--- src/rtl/jts16_fd1094_ldr.sv ---
// FD1094 key loader: snoops the ROM download, replays the key region into key RAM and gates dec_en.
// Optional checksum build: define JTS16_FD1094_CSUM_EN to add key_sum and checksum-qualified key_ok.
module jts16_fd1094_ldr #(
  parameter logic [24:0] KEY_START = 25'h0,
  parameter int          KEY_LEN   = 8192,
  parameter bit          BLANK_DIS = 1'b1
) (
  input  logic        clk,
  input  logic        rst,
  input  logic        downloading,
  input  logic [24:0] ioctl_addr,
  input  logic [7:0]  ioctl_dout,
  input  logic        ioctl_wr,
  input  logic        dec_force,
  output logic [12:0] prog_addr,
  output logic [7:0]  prog_data,
  output logic        fd1094_we,
  output logic        dec_en,
  output logic        key_ok,
  output logic        key_err
`ifdef JTS16_FD1094_CSUM_EN
  ,
  output logic [15:0] key_sum
`endif
);

  typedef enum logic [1:0] {IDLE = 2'd0, LOAD = 2'd1, CHECK = 2'd2, DONE = 2'd3} state_t;

  localparam logic [13:0] LEN14 = 14'(KEY_LEN);
  localparam logic [24:0] LEN25 = 25'(KEY_LEN);

  state_t      state_r, state_nxt;
  logic        dl_d_r;
  logic        pend_r;
  logic [13:0] cnt_r, cnt_nxt, cnt_base_s;
  logic        nz_r, nz_nxt, nz_base_s;
  logic        key_ok_nxt, key_err_nxt, dec_en_nxt;
  logic        rise_s, fall_s, hit_s, load_entry_s, counting_s, sum_match_s;
  logic [24:0] off_s;

  assign rise_s = downloading & ~dl_d_r;
  assign fall_s = ~downloading & dl_d_r;
  // Unsigned wrap makes addresses below KEY_START fall outside the window
  assign off_s  = ioctl_addr - KEY_START;
  assign hit_s  = ioctl_wr & downloading & (off_s < LEN25);

  // A rise seen during CHECK is remembered in pend_r and taken from DONE
  assign load_entry_s = ((state_r == IDLE) & rise_s) | ((state_r == DONE) & (rise_s | pend_r));
  assign counting_s   = load_entry_s | (state_r == LOAD);

  // FSM state register, edge-detect flop and deferred-rise flag
  always_ff @(posedge clk or negedge rst) begin
    if (!rst) begin
      state_r <= IDLE;
      dl_d_r  <= 1'b0;
      pend_r  <= 1'b0;
    end else begin
      state_r <= state_nxt;
      dl_d_r  <= downloading;
      pend_r  <= (state_r == CHECK) & rise_s;
    end
  end

  // FSM next-state decode
  always_comb begin
    state_nxt = state_r;
    case (state_r)
      IDLE:    if (rise_s) state_nxt = LOAD; else state_nxt = IDLE;
      LOAD:    if (fall_s) state_nxt = CHECK; else state_nxt = LOAD;
      CHECK:   state_nxt = DONE;
      DONE:    if (rise_s || pend_r) state_nxt = LOAD; else state_nxt = DONE;
      default: state_nxt = IDLE;
    endcase
  end

  // Output/datapath decode: byte count, non-zero tracking, verdict and enable
  always_comb begin
    cnt_base_s = load_entry_s ? 14'd0 : cnt_r;
    nz_base_s  = load_entry_s ? 1'b0 : nz_r;
    if (counting_s && hit_s) begin
      if (cnt_base_s != LEN14) cnt_nxt = cnt_base_s + 14'd1;
      else                     cnt_nxt = cnt_base_s;
      nz_nxt = nz_base_s | (ioctl_dout != 8'h00);
    end else begin
      cnt_nxt = cnt_base_s;
      nz_nxt  = nz_base_s;
    end
    key_ok_nxt  = key_ok;
    key_err_nxt = key_err;
    dec_en_nxt  = dec_en;
    if (load_entry_s) begin
      key_ok_nxt  = 1'b0;
      key_err_nxt = 1'b0;
      dec_en_nxt  = 1'b0;
    end else begin
      case (state_r)
        CHECK: begin
          key_ok_nxt  = (cnt_r == LEN14) & sum_match_s;
          key_err_nxt = (cnt_r != 14'd0) & (cnt_r != LEN14);
        end
        DONE:    dec_en_nxt = key_ok & ~dec_force & (nz_r | ~BLANK_DIS);
        default: dec_en_nxt = dec_en;
      endcase
    end
  end

  // Registered status outputs and counters
  always_ff @(posedge clk or negedge rst) begin
    if (!rst) begin
      cnt_r   <= 14'd0;
      nz_r    <= 1'b0;
      key_ok  <= 1'b0;
      key_err <= 1'b0;
      dec_en  <= 1'b0;
    end else begin
      cnt_r   <= cnt_nxt;
      nz_r    <= nz_nxt;
      key_ok  <= key_ok_nxt;
      key_err <= key_err_nxt;
      dec_en  <= dec_en_nxt;
    end
  end

  // Key RAM write port: one registered write per in-window strobe
  always_ff @(posedge clk or negedge rst) begin
    if (!rst) begin
      fd1094_we <= 1'b0;
      prog_addr <= 13'd0;
      prog_data <= 8'h00;
    end else begin
      fd1094_we <= hit_s;
      if (hit_s) begin
        prog_addr <= off_s[12:0];
        prog_data <= ioctl_dout;
      end
    end
  end

`ifdef JTS16_FD1094_CSUM_EN
  logic [15:0] pair_r, sum_nxt, pair_nxt, sum_base_s, pair_base_s;

  assign sum_match_s = (key_sum == pair_r);

  // Checksum decode: the final two key bytes form the expected sum, not part of it
  always_comb begin
    sum_base_s  = load_entry_s ? 16'h0000 : key_sum;
    pair_base_s = load_entry_s ? 16'h0000 : pair_r;
    sum_nxt     = sum_base_s;
    pair_nxt    = pair_base_s;
    if (counting_s && hit_s) begin
      if (off_s == 25'(KEY_LEN - 2))      pair_nxt = {ioctl_dout, pair_base_s[7:0]};
      else if (off_s == 25'(KEY_LEN - 1)) pair_nxt = {pair_base_s[15:8], ioctl_dout};
      else                                sum_nxt  = sum_base_s + {8'h00, ioctl_dout};
    end else begin
      sum_nxt  = sum_base_s;
      pair_nxt = pair_base_s;
    end
  end

  // Checksum registers, only advanced while loading
  always_ff @(posedge clk or negedge rst) begin
    if (!rst) begin
      key_sum <= 16'h0000;
      pair_r  <= 16'h0000;
    end else begin
      key_sum <= sum_nxt;
      pair_r  <= pair_nxt;
    end
  end
`else
  assign sum_match_s = 1'b1;
`endif

endmodule

--- config.mk ---
export PLATFORM = sky130hd
export DESIGN_NAME = jts16_fd1094_ldr
export DESIGN_NICKNAME = d
export VERILOG_FILES = /design/src/rtl/jts16_fd1094_ldr.sv
export SDC_FILE = /design/constraint.sdc
export NUM_CORES = 1
export LEC_CHECK = 0
export BUFFER_PORTS_ARGS = -buffer_cell sky130_fd_sc_hd__buf_2
export CAP_MARGIN = 10
export CORE_AREA = 2 2 79 81
export DETAILED_ROUTE_END_ITERATION = 10
export DIE_AREA = 0 0 81 83
export PLACE_DENSITY_LB_ADDON = 0.08
export SYNTH_ARGS = -nofsm -noshare
export SYNTH_HDL_FRONTEND = slang
export SYNTH_SLANG_ARGS = --single-unit
export TNS_END_PERCENT = 20
--- constraint.sdc ---
create_clock -name clk -period 4.7 [get_ports clk]
set_input_delay 0.47 -clock clk [delete_from_list [all_inputs] [get_ports clk]]
set_output_delay 0.47 -clock clk [all_outputs]
set_load 0.03 [all_outputs]
=== Yosys cells after proc, flatten, opt, wreduce, memory -nomap -nowiden ===
Cells that the tools add are included.

* Add/sub/neg operators: 1
* Magnitude comparators: 1
* Equal/unequal tests: 6
* Multiplexer cells: 15
* Bitwise gates (word level): 17
* Reduce and logical (&&, ||, !) cells: 7

{| class="wikitable"
|+ Operator list
! cell !! count
|-
| two-way mux 14 bit || 3
|-
| != test 14 bit (second input constant) || 2
|-
| < comparator 25 x 14 -> 1 bit (second input constant) || 1
|-
| adder 14 x 1 -> 14 bit (second input constant) || 1
|-
| equality test 14 bit (second input constant) || 1
|-
| nonzero test 14 bit || 1
|-
| AND 1 bit || 10
|-
| two-way mux 1 bit || 9
|-
| one-hot mux 2 bit (4 select lines) || 1
|-
| nonzero test 8 bit || 1
|-
| equality test 2 bit (second input constant) || 2
|-
| two-way mux 2 bit || 2
|-
| bitwise OR 1 bit || 4
|-
| nonzero test 2 bit || 2
|-
| NOT 1 bit || 3
|-
| equality test 2 x 1 -> 1 bit (second input constant) || 1
|-
| logical NOT 2 bit || 1
|-
| logical AND 1 bit || 1
|-
| logical OR 1 bit || 1
|}

* Register bits after elaboration: 44
* Input bits: 38
* Output and inout bits: 25

=== Depth between registers and ports, before layout ===
Gate-level depths: netlist (run 1).

* Depth after elaboration: 9
* Gate-level depth with buffers: 9
* Depth with buffers taken out: 9

=== Worst setup path before layout (run 1) ===
No wires, ideal clock.

* Path kind: input-to-reg
* Start: input downloading
* End: register cnt_r[10]
* Data arrival time: 2220 ps
* Required time: 4621 ps
* Setup slack: 2400 ps
* Cell stages on the path: 9
* Buffers on the path: 0
* Cells stage by stage: nand2b_1 > a21oi_2 > nor2_1 > and2_1 > ha_1 > nand3_1 > or3_1 > nor3_1 > mux2i_1

* Cells in the longest elaborated chain, start to end: 8

{| class="wikitable"
|+ RTL lines
! what !! RTL line !! text
|-
| start, declared || 10 || <nowiki>input logic downloading,</nowiki>
|-
| AND 1 bit || 41 || <nowiki>assign rise_s = downloading & ~dl_d_r;</nowiki>
|-
| bitwise OR 1 bit || 48 || <nowiki>assign load_entry_s = ((state_r == IDLE) & rise_s) | ((state_r == DONE) & (rise_s | pend_r));</nowiki>
|-
| AND 1 bit || 48 ||
|-
| bitwise OR 1 bit || 48 ||
|-
| two-way mux 14 bit || 78 || <nowiki>cnt_base_s = load_entry_s ? 14'd0 : cnt_r;</nowiki>
|-
| adder 14 x 1 -> 14 bit / != test 14 bit (equally long branches) || 81 || <nowiki>if (cnt_base_s != LEN14) cnt_nxt = cnt_base_s + 14'd1;</nowiki>
|-
| two-way mux 14 bit || 81 ||
|-
| two-way mux 14 bit (*) || 80 || <nowiki>if (counting_s && hit_s) begin</nowiki>
|-
| net cnt_nxt[10] || 35 || <nowiki>logic [13:0] cnt_r, cnt_nxt, cnt_base_s;</nowiki>
|-
| end signal, assigned || 116 || <nowiki>cnt_r <= cnt_nxt;</nowiki>
|-
| end, declared || 35 ||
|}

The timed path passes the listed nets; every way through them passes the cells marked *.
A chain may end at the register's enable or synchronous reset.

=== Final worst setup path (run 1) ===
* Start: register dl_d_r
* End: register cnt_r[10]

* Cells in the longest elaborated chain, start to end: 9

{| class="wikitable"
|+ RTL lines
! what !! RTL line !! text
|-
| start, declared || 33 || <nowiki>logic dl_d_r;</nowiki>
|-
| start signal, assigned || 59 || <nowiki>dl_d_r <= downloading;</nowiki>
|-
| NOT 1 bit (*) || 41 ||
|-
| AND 1 bit (*) || 41 ||
|-
| bitwise OR 1 bit || 48 ||
|-
| AND 1 bit || 48 ||
|-
| bitwise OR 1 bit (*) || 48 ||
|-
| two-way mux 14 bit || 78 ||
|-
| adder 14 x 1 -> 14 bit / != test 14 bit (equally long branches) || 81 ||
|-
| two-way mux 14 bit || 81 ||
|-
| two-way mux 14 bit (*) || 80 ||
|-
| net cnt_nxt[10] || 35 ||
|}

Marked as above.

==> results of run 1 <==
[through the flow]
step	setup WS [ns]	instance area, um2	power (mW)	instances
after CTS	2.23	2550	0.724	371
after detailed placement	2.01	2460	0.493	364
after floorplan	2.40	2070	0.453	232
after global routing	2.03	2550	0.755	371
final	2.24	2550	0.709	371
after global placement	2.09	2460	0.494	364
[flip-flops by register name, indices dropped and copies added (netlist names), 2 cells and up]
name	cells
cnt_r	14
prog_addr	13
prog_data	8
state_r	2
[layout make-up]
cell class                 count  area share
sequential                    44       0.432
multi-input combinational    174       0.361
timing repair buffer          64       0.128
tap                           75      0.0369
clock buffer                   5      0.0270
inverter                       7      0.0103
clock inverter                 2     0.00491
[routing by layer]
| layer | vias to the layer above | track usage | routed length, um |
|---|---|---|---|
| met2 | 49 | 0.255 | 2210 |
| met1 | 857 | 0.214 | 2260 |
| li1 | 917 | - | - |
| met5 | - | 0 | 0 |
| met4 | 0 | 0.0462 | 43 |
| met3 | 4 | 0.0391 | 263 |
[critical path: stages, from the launching register on]
cell      delay (ns)
dfrtp_1         0.36
nand2b_1        0.22
a21oi_2         0.15
nor2_1          0.27
and2_1          0.21
ha_1            0.19
nand3_1         0.19
or3_1           0.41
nor3_1          0.19
mux2i_1         0.21
[worst paths after layout]
kind | endpoint | startpoint | depth (start not counted)
worst max-delay path | cnt_r[10] | dl_d_r | 9
max in group asynchronous | cnt_r[5] | rst | 1
worst min register to register | prog_addr[7] | prog_addr[7] | 2
worst min-delay path | cnt_r[9] | rst | 1
min in group clk | dl_d_r | downloading | 1
worst max register to register | cnt_r[10] | dl_d_r | 9
[kinds of logic after synthesis]
logic type / synth area share
and+or+nand+nor: 0.323
DFF: 0.531
AOI/OAI and AO/OA: 0.0604
buffers and inverters: 0.0259
muxes: 0.0447
xor gates and xnor gates: 0.00845
adders and majority gates: 0.00603
[power breakdown]
| group | internal, mW | switching [mW] |
|---|---|---|
| Sequential | 0.385 | 0.0129 |
| Clock | 0.101 | 0.123 |
| Combinational | 0.0330 | 0.0539 |
| Total | 0.519 | 0.190 |
[synth_stat cells, types with 4 or more instances]
cell and n:
dfrtp_1 44, nand3_1 6, o31ai_1 4, inv_1 7
nor4_1 7, nor3_1 9, o21ai_0 6, nor2_1 7
clkbuf_1 6, mux2i_1 7, a21oi_1 7, or3_1 7
nand2_1 85, or4_1 4
==> impl_results.md, run 1 <==
* Status: completed
* Clock Skew at 0.00493 ns
* Largest net degree at the start of global routing at 45
* Most frequent cells in the layout: nand2_1, buf_2, dfrtp_1
* Quantity of hold-fixing buffers added after cts at 0
* Syn nets at 271
* Library cells used by synthesis at 36
* CTS Root Cell: clkbuf_8
* Post-CTS Resized at 0
* Die Span Y at around 83 um
* Hold Violations, Final at 0
* Hold/Removal Path Class: primary input to async pin
* Vias in the first global route at between 1500 and 2000
* Total track usage at 0.160
* Slew @ Worst Pin at roughly 0.96 ns
* Crit Path Max Fanout at 8
* Post-layout util at 0.438
* Initial antenna violation count at 0
* Synthesis-stage register bit count at 44
* H-tree Lvls at 2
* # Max-Cap Violations at 0
* DR WL/cell at 12.9 um
* Nets at 335
* Worst-Skew Late Latency at 0.29 ns
* TritonCTS clock tree: yes
* CP endpoint kind: flip-flop
* WP data arrival at 2.68 ns
* Final max-slew violation count at 0
* Fill cells at 603
* Die area at 6720 um2
* Worst Path Class, Setup: flip-flop to flip-flop
* Postcts setup bufs at 0
* Die W at 81 um
* Rows at 28
* GRT overflow at 0
* CTS Sinks at 44
* Synth top area share at 0.531
* DR DRC count at 0
* Storage element area at 1100 um2
* Vias per Instance at about 5
* Routed Antenna Nets at 0
* I/O Buffers at 62
* Critical Path RT at 4.92 ns
* N_diodes at 0
* Yosys Warn Count at 0
* Seq/Total Area, Yosys at 0.531
* CORE AREA at 5820 um2
* Detailed Routing Iterations Pass 1 at 4
* Routed WL at 4.78 mm
* 1st-iter DRT viols at 111
* Post-synth top area cell: dfrtp_1
* Number of flops mapped to enable cells by yosys at 0
* Initial core utilization at 0.356
* Area Overhead vs Synth at 22.8%
* Crit path launch type: flip-flop
* Hold slack final at 0.327 ns
* Post-Syn Area at 2070 um2
* Synth top area cells: dfrtp_1, nand2_1, mux2i_1
* Final GP Congestion at between 0.7 and 0.8
* DPL Wire Length at 3.39 mm
* Leakage power at ~1.4 nW
* Share of cells above drive strength 1 at 0.264
* Power density over cell area at 278 nW/um2
* Via count at 1827
* Final setup viols at 0
* Async SR Flop Fraction at 1.00
* Post-synth top flop: dfrtp_1
* First-pass GRT wire length at approximately 8.5 mm
* Slew HR at 0.359
* CTS Buffer Depth at 2
* Mapped Cells at 232
* Crit share post-route at 0.524
* RSZ-0062 raised after global routing: no
* Mean area per synthesized cell at 8.94 um2
* Num ports at 63
* VDD IR-drop max at about 0.00014 V
* Setup_tns at 0 ns
* Final min period at ~2.5 ns
* Clock transition at the registers of the reported paths at 0.08 ns
* CTS buffer count at 5
* Area of the multi-input gates at 918 um2
* Fmax at 0.406 GHz
* Commonest non-fill, non-tap cell in the layout: nand2_1
* FF-to-FF setup slack at 2.24 ns
(Power assumes the default switching activity.)
==> run 2, diff against run 1 <==
--- a/config.mk
+++ b/config.mk
@@ -5,11 +5,12 @@
 export SDC_FILE = /design/constraint.sdc
 export NUM_CORES = 1
 export LEC_CHECK = 0
+export ABC_AREA = 1
 export BUFFER_PORTS_ARGS = -buffer_cell sky130_fd_sc_hd__buf_2
 export CAP_MARGIN = 10
-export CORE_AREA = 2 2 79 81
+export CORE_AREA = 2 2 87 89
 export DETAILED_ROUTE_END_ITERATION = 10
-export DIE_AREA = 0 0 81 83
+export DIE_AREA = 0 0 89 91
 export PLACE_DENSITY_LB_ADDON = 0.08
 export SYNTH_ARGS = -nofsm -noshare
 export SYNTH_HDL_FRONTEND = slang
==> constraint.sdc (replaced) <==
create_clock -name clk -period 2.3 [get_ports clk]
set_input_delay 0.23 -clock clk [delete_from_list [all_inputs] [get_ports clk]]
set_output_delay 0.23 -clock clk [all_outputs]
set_load 0.03 [all_outputs]
==> run 2 against run 1 <==
- worst setup slack lost 1.9 ns
- clock skew shrank 0.0014 ns
- critical path depth grew 4
- critical path type unchanged
- largest cell class is now multi-input combinational cells
- largest power group unchanged
==> impl_results.md, run 2 <==
* Nets at 446 (+33%)
* CTS Sinks at 44 (unchanged)
* CTS buffer count at 5 (unchanged)
* 1st-iter DRT viols at 112 (+0.90%)
* Largest register FFs at 14 (unchanged)
* Placed instance count at 498 (+37%)
* CP endpoint kind: flip-flop
* DPL Wire Length at 4.63 mm (+37%)
* Hold Violations, Final at 0 (unchanged)
* Share of cells above drive strength 1 at 0.262 (-0.00126)
* Final GP Congestion at 0.823 (+5.3%)
* CTS Root Cell: clkbuf_8
* CP Buf/Inv Count at 3 (+3)
* Final min period at 1.94 ns (-0.520 ns)
* Most flop-heavy register: cnt_r
* Slew @ Worst Pin at 0.416 ns (-0.545 ns)
* Cell family contributing the most delay on the critical path: simple AND/OR/NAND/NOR gates
* Routed WL at 5.94 mm (+24%)
* Vias per Instance at 4.47 (-9.2%)
* Routed Antenna Nets at 0 (unchanged)
* Rows at 31 (+11%)
* Mapped Cells at 338 (+46%)
* Yosys Warn Count at 0 (unchanged)
* Crit Path Max Fanout at 7 (-1)
* Largest net degree at the start of global routing at 33 (-27%)
* Top-count cell post-synth: nand2_1
* H-tree Lvls at 2 (unchanged)
* Sw frac at 0.301 (+0.0327)
* Post-layout util at 0.429 (-0.00848)
* Top Registers: cnt_r: 14 flops, prog_addr: 13 flops, prog_data: 8 flops
* CP cell instances: nand2_2, inv_2, nand2_2, nand3_1, inv_1, ha_1, nand2_1, nor2_4, nand2_1, nor2_1, nand3_1, nand2_1, inv_1
* Placed inst area at 2960 um2 (+20%)
* Total chip power at 1.62 mW (+130%)
* Post-Syn Area at 2530 um2 (+22%)
* Worst R2R End: cnt_r[12]
* Fmax at 0.515 GHz (+27%)
* Library cells used by synthesis at 35 (-2.8%)
* VDD IR-drop max at 0.000179 V (+32%)
* RSZ-0062 raised after global routing: no
* Hold Path Stages at 1
* Worst path most repeated cell: nand2_1
* Syn nets at 377 (+39%)
* Hold endpoint: dl_d_r
* Synth cell count leaders: nand2_1, inv_1, dfrtp_1
* Final Non-Filler Cells at 507 (+37%)
* Die W at 89 um (+9.9%)
* CORE AREA at 7140 um2 (+23%)
* Worst reg2reg path startpoint: state_r[0]
* TritonCTS clock tree: yes
* Initial antenna violation count at 0 (unchanged)
* GRT overflow at 0 (unchanged)
* Crit path launch type: flip-flop
* Seq/Total Area, Yosys at 0.435 (-0.0965)
* Hold_sp: downloading
* First-pass GRT wire length at 10.6 mm (+24%)
* Hold/Removal Path Class: primary input to flip-flop
* Postcts setup bufs at 0 (unchanged)
* Power density over cell area at 528 nW/um2 (+90%)
* Combinational share of power at 0.182 (+0.059)
* Final setup viols at 0 (unchanged)
* Synthesis-stage register bit count at 44 (unchanged)
* I/O Buffers at 62 (unchanged)
* CP max stage delay at 0.43 ns (+0.02 ns)
* Number of flops mapped to enable cells by yosys at 0 (unchanged)
* Async SR Flop Fraction at 1.00 (unchanged)
* Synth top area share at 0.435 (-0.0965)
* Clock Skew at 0.00350 ns (-0.00144 ns)
* Setup_tns at 0 ns (unchanged)
* Total track usage at 0.165 (+0.00481)
* Status: completed
* Vias in the first global route at 2326 (+25%)
* DR DRC count at 0 (unchanged)
* Crit-path slowest cell: dfrtp_1
* Commonest non-fill, non-tap cell in the layout: nand2_1
* Die Span Y at 91 um (+9.6%)
* Final max-slew violation count at 0 (unchanged)
* Reg power frac at 0.499 (-0.063)
* P_sw at 487 uW (+160%)
* Crit share post-route at 0.845 (+0.321)
* Int Pwr at 1.13 mW (+120%)
* # Max-Cap Violations at 0 (unchanged)
* Place WS at 0.358 ns (-1.65 ns)
* Reg2Reg Depth at 13 (+4)
* Initial core utilization at 0.355 (-0.00148)
* Hold slack final at 0.0968 ns (-0.230 ns)
* Clock network power share at 0.320 (+0.004)
* FF-to-FF setup slack at 0.36 ns (-1.88 ns)
* WP data arrival at 2.15 ns (-0.53 ns)
* Most frequent cells in the layout: nand2_1, buf_2, inv_1
* Die area at 8100 um2 (+20%)
* Worst-Skew Late Latency at 0.30 ns (about the same)
* Detailed Routing Iterations Pass 1 at 4 (unchanged)
* Leakage power at 1.72 nW (+25%)
* Critical Path RT at 2.50 ns (-2.42 ns)
* Num ports at 63 (unchanged)
* Post-synth top flop: dfrtp_1
* Worst setup margin at 0.357 ns (-1.88 ns)
* Post-synth top area cell: dfrtp_1
* DR WL/cell at 11.7 um (-9.0%)
* Slew HR at 0.722 (+0.363)
* Synth top area cells: dfrtp_1, nand2_1, inv_1
* Worst Path Class, Setup: flip-flop to flip-flop
* CTS Buffer Depth at 2 (unchanged)
* Area Overhead vs Synth at 20.9%
* N_diodes at 0 (unchanged)
* Via count at 2266 (+24%)
* Mean area per synthesized cell at 7.50 um2 (-16%)
* Clock transition at the registers of the reported paths at 0.08 ns (about the same)
* Final Instance Area at 3060 um2 (+20%)
==> run 2: changes by cell type after synthesis, sizes merged, moves of 8 or more <==
cell	previous run	this run
nand3	6	23
nand4	2	15
inv	7	50
o21ai	7	16
nor3	11	3
nand2	85	114
nor2	7	50
==> run 2: cell families after synthesis <==
| kind of cell | Yosys count | share of synthesized area |
|---|---|---|
| AND/OR/NAND/NOR | 209 | 0.402 |
| buffers and inverters | 59 | 0.100 |
| flip-flops | 44 | 0.435 |
| AO/OA/AOI/OAI | 21 | 0.0444 |
| XOR/XNOR | 4 | 0.0138 |
| adder cells (fa/ha/maj) | 1 | 0.00494 |
==> run 2: what timing repair did <==
| action | in CTS | in global routing |
|---|---|---|
| hold buffers | 1 | 0 |
| gates resized for setup | 0 | 0 |
| endpoints found under the hold margin | 12 | 0 |
| setup endpoints to repair | 0 | 0 |
==> run 2: final cells by class <==
cell class                      instances  area, um2
Inverter                               51        194
Multi-Input combinational cell        235       1180
Timing Repair Buffer                   70        373
Tap cell                               99        124
Clock buffer                            7       86.3
Clock inverter                          1       7.51
Fill cell                             810       4070
Sequential cell                        44       1100
==> run 2: how the worst max path moves through the flow <==
| stage | cells after the start | startpoint | end |
|---|---|---|---|
| after floorplan | 14 | state_r[0] | cnt_r[12] |
| after global placement | 13 | state_r[0] | cnt_r[12] |
| after detailed placement | 13 | state_r[0] | cnt_r[12] |
| after CTS | 13 | state_r[0] | cnt_r[12] |
| after global routing | 14 | dl_d_r | cnt_r[12] |
| final | 13 | state_r[0] | cnt_r[12] |
==> run 2: per-layer routing <==
metal,wire length [um],share of wire,global-route usage,up-vias
li1,-,-,-,1185
met1,2760,0.46,0.216,1019
met2,2810,0.47,0.269,54
met3,283,0.048,0.0391,8
met4,87,0.015,0.0448,0
met5,0,0,0,-
==> run 2: worst register-to-register path, delay by kind of cell (launching register included) <==
kind	cells	cell delay (ns)
flops	1	0.43
fa+ha+maj	1	0.20
simple gates	9	1.07
buf+inv	3	0.15
==> run 2: power by group through the flow <==
stage,logic [mW],clock network [mW],registers [mW]
3_3_place_gp,0.299,0,0.821
2_1_floorplan,0.211,0,0.823
6_report,0.294,0.518,0.807
5_1_grt,0.330,0.569,0.810
4_1_cts,0.301,0.541,0.807
3_5_place_dp,0.299,0,0.822
==> run 3, diff against run 2 <==
==> constraint.sdc (replaced) <==
create_clock -name clk -period 1.64 [get_ports clk]
set_input_delay 0.164 -clock clk [delete_from_list [all_inputs] [get_ports clk]]
set_output_delay 0.164 -clock clk [all_outputs]
set_load 0.03 [all_outputs]
==> run 3 against run 2 <==
- the run now ends with negative setup slack left
- register-to-register slack got worse by 0.40 ns
- combinational power is 83% higher
- power increased by 59%
==> impl_results.md, run 3 (synthesis results as in run 2) <==
* Most frequent cells in the layout: nand2_1, buf_2, dfrtp_1
* Largest register FFs at 14 (unchanged)
* CTS buffer count at 5 (unchanged)
* Largest net degree at the start of global routing at 32 (-3.0%)
* Nets at 472 (+5.8%)
* Final min period at 1.68 ns (-0.259 ns)
* Hold Path Stages at 1 (unchanged)
* Rows at 31 (unchanged)
* Via count at 2417 (+6.7%)
* Clock transition at the registers of the reported paths at 0.10 ns (+0.02 ns)
* Status: finished with violations
* CTS Sinks at 44 (unchanged)
* GRT overflow at 0 (unchanged)
* Die W at 89 um (unchanged)
* Final setup viols at 3 (+3)
* Hold_sp: downloading
* Initial core utilization at 0.355 (unchanged)
* First-pass GRT wire length at 10.8 mm (+1.9%)
* Critical Path RT at 1.84 ns (-0.66 ns)
* Worst R2R End: cnt_r[9]
* Hold/Removal Path Class: primary input to flip-flop
* Worst-Skew Late Latency at 0.30 ns (about the same)
* GR peak layer: met2
* Violated checks: negative setup slack
* Num ports at 63 (unchanged)
* Crit Path Max Fanout at 7 (unchanged)
* Met1 Use GR at 0.225 (+0.00858)
* P_sw at 756 uW (+55%)
* Commonest non-fill, non-tap cell in the layout: nand2_1
* Hold slack final at 0.0228 ns (-0.0740 ns)
* Total chip power at 2.58 mW (+59%)
* Leakage power at 1.90 nW (+10%)
* Worst Path Class, Setup: flip-flop to flip-flop
* Crit share post-route at 1.03 (+0.182)
* Clock Skew at 0.00885 ns (+0.00535 ns)
* Clock network power share at 0.354 (+0.034)
* CP endpoint kind: flip-flop
* # Max-Cap Violations at 0 (unchanged)
* Vias in the first global route at 2367 (+1.8%)
* Power density over cell area at 753 nW/um2 (+43%)
* Final Non-Filler Cells at 533 (+5.1%)
* Slew HR at 0.734 (+0.0120)
* Final max-slew violation count at 0 (unchanged)
* Placed inst area at 3160 um2 (+6.8%)
* Worst setup margin at -0.0447 ns (-0.401 ns)
* Most flop-heavy register: cnt_r
* CTS Root Cell: clkbuf_8
* Die Span Y at 91 um (unchanged)
* Share of cells above drive strength 1 at 0.343 (+0.0811)
* FF-to-FF setup slack at -0.04 ns (-0.40 ns)
* CTS Buffer Depth at 2 (unchanged)
* WP data arrival at 1.88 ns (-0.27 ns)
* Hold Violations, Final at 0 (unchanged)
* Top Registers: cnt_r: 14 flops, prog_addr: 13 flops, prog_data: 8 flops
* Routed Antenna Nets at 0 (unchanged)
* Worst reg2reg path startpoint: state_r[0]
* Final GP Congestion at 0.815 (-1.0%)
* Post-layout util at 0.480 (+0.0503)
* VDD IR-drop max at 0.000336 V (+87%)
* Reg2Reg Depth at 12 (-1)
* Setup_tns at -0.0932 ns (-0.0932 ns)
* Final Instance Area at 3420 um2 (+12%)
* Detailed Routing Iterations Pass 1 at 4 (unchanged)
* CORE AREA at 7140 um2 (unchanged)
* Int Pwr at 1.82 mW (+61%)
* DR DRC count at 0 (unchanged)
* Grt met3 use at 0.0364 (-0.00273)
* Reg power frac at 0.438 (-0.061)
* Vias per Instance at 4.53 (+1.5%)
* Sw frac at 0.293 (-0.00763)
* 1st-iter DRT viols at 93 (-17%)
* Combinational share of power at 0.209 (+0.027)
* Routed WL at 6.39 mm (+7.6%)
* Place WS at -0.0517 ns (-0.409 ns)
* Placed instance count at 520 (+4.4%)
* DPL Wire Length at 4.86 mm (+5.0%)
* H-tree Lvls at 2 (unchanged)
* Die area at 8100 um2 (unchanged)
* Initial antenna violation count at 0 (unchanged)
* Routing usage on met2 at 0.276 (+0.00746)
* Crit path launch type: flip-flop
* Slew @ Worst Pin at 0.398 ns (-0.0180 ns)
* Hold endpoint: dl_d_r
* Area Overhead vs Synth at 35.1%
* N_diodes at 0 (unchanged)
* DR WL/cell at 12.0 um (+2.3%)
* Fmax at 0.594 GHz (+15%)
* I/O Buffers at 62 (unchanged)
* RSZ-0062 raised after global routing: yes
* Total track usage at 0.167 (+0.00287)
* TritonCTS clock tree: yes
[run 3: cell count changes in the layout (fill, tap and decap cells not counted), moves of 4 or more]
cell,change
buf_6,+4
buf_4,+20
nand2_1,-4
nor2_4,+4
[run 3: layout make-up]
class                   instances  area (um2)
clock buffers                   6        82.6
inverters                      51         194
fillers                       740        3710
flip-flops and latches         44        1100
well taps                      99         124
clock inverters                 2        38.8
multi-input cells             235        1280
repair buffers                 96         603
[run 3: repair_timing]
| item | in CTS | in global routing |
|---|---|---|
| hold endpoints to repair | 13 | 0 |
| endpoints found under the setup margin | 11 | 14 |
| resized for setup | 8 | 17 |
| hold buffers | 1 | 0 |
| setup buffers | 3 | 1 |
| pin swaps | 10 | 10 |
[run 3: layer usage]
| metal | up-vias | part of all wire | wire length [um] |
|---|---|---|---|
| met5 | - | 0 | 0 |
| met4 | 0 | 0.0091 | 58 |
| met2 | 51 | 0.47 | 3040 |
| met1 | 1116 | 0.47 | 3020 |
| li1 | 1242 | - | - |
| met3 | 8 | 0.043 | 275 |
[run 3: how the worst max path moves through the flow]
stage / startpoint / end / slack [ns] / depth (start not counted)
floorplan: state_r[0] / cnt_r[12] / -0.08 / 14
global placement: dl_d_r / cnt_r[12] / -0.04 / 14
detailed placement: state_r[0] / cnt_r[12] / -0.05 / 13
CTS: state_r[0] / cnt_r[12] / -0.06 / 14
global route: state_r[0] / cnt_r[1] / -0.16 / 10
finish: state_r[0] / cnt_r[9] / -0.04 / 12
[run 3: critical path: stages (launching register included)]
cell	delay, ns
dfrtp_1	0.42
nor2_1	0.14
nand2_2	0.09
buf_6	0.14
buf_4	0.16
nand3_2	0.10
inv_2	0.04
nand2_1	0.12
nand2_4	0.09
nor2_4	0.13
nand2_1	0.05
nand2_1	0.06
inv_1	0.04
[run 3: power by group through the flow]
stage | registers [mW] | clock network (mW) | logic, mW
5_1_grt | 1.13 | 0.990 | 0.591
3_5_place_dp | 1.15 | 0 | 0.490
3_3_place_gp | 1.15 | 0 | 0.492
6_report | 1.13 | 0.912 | 0.538
4_1_cts | 1.13 | 0.942 | 0.518
2_1_floorplan | 1.15 | 0 | 0.323
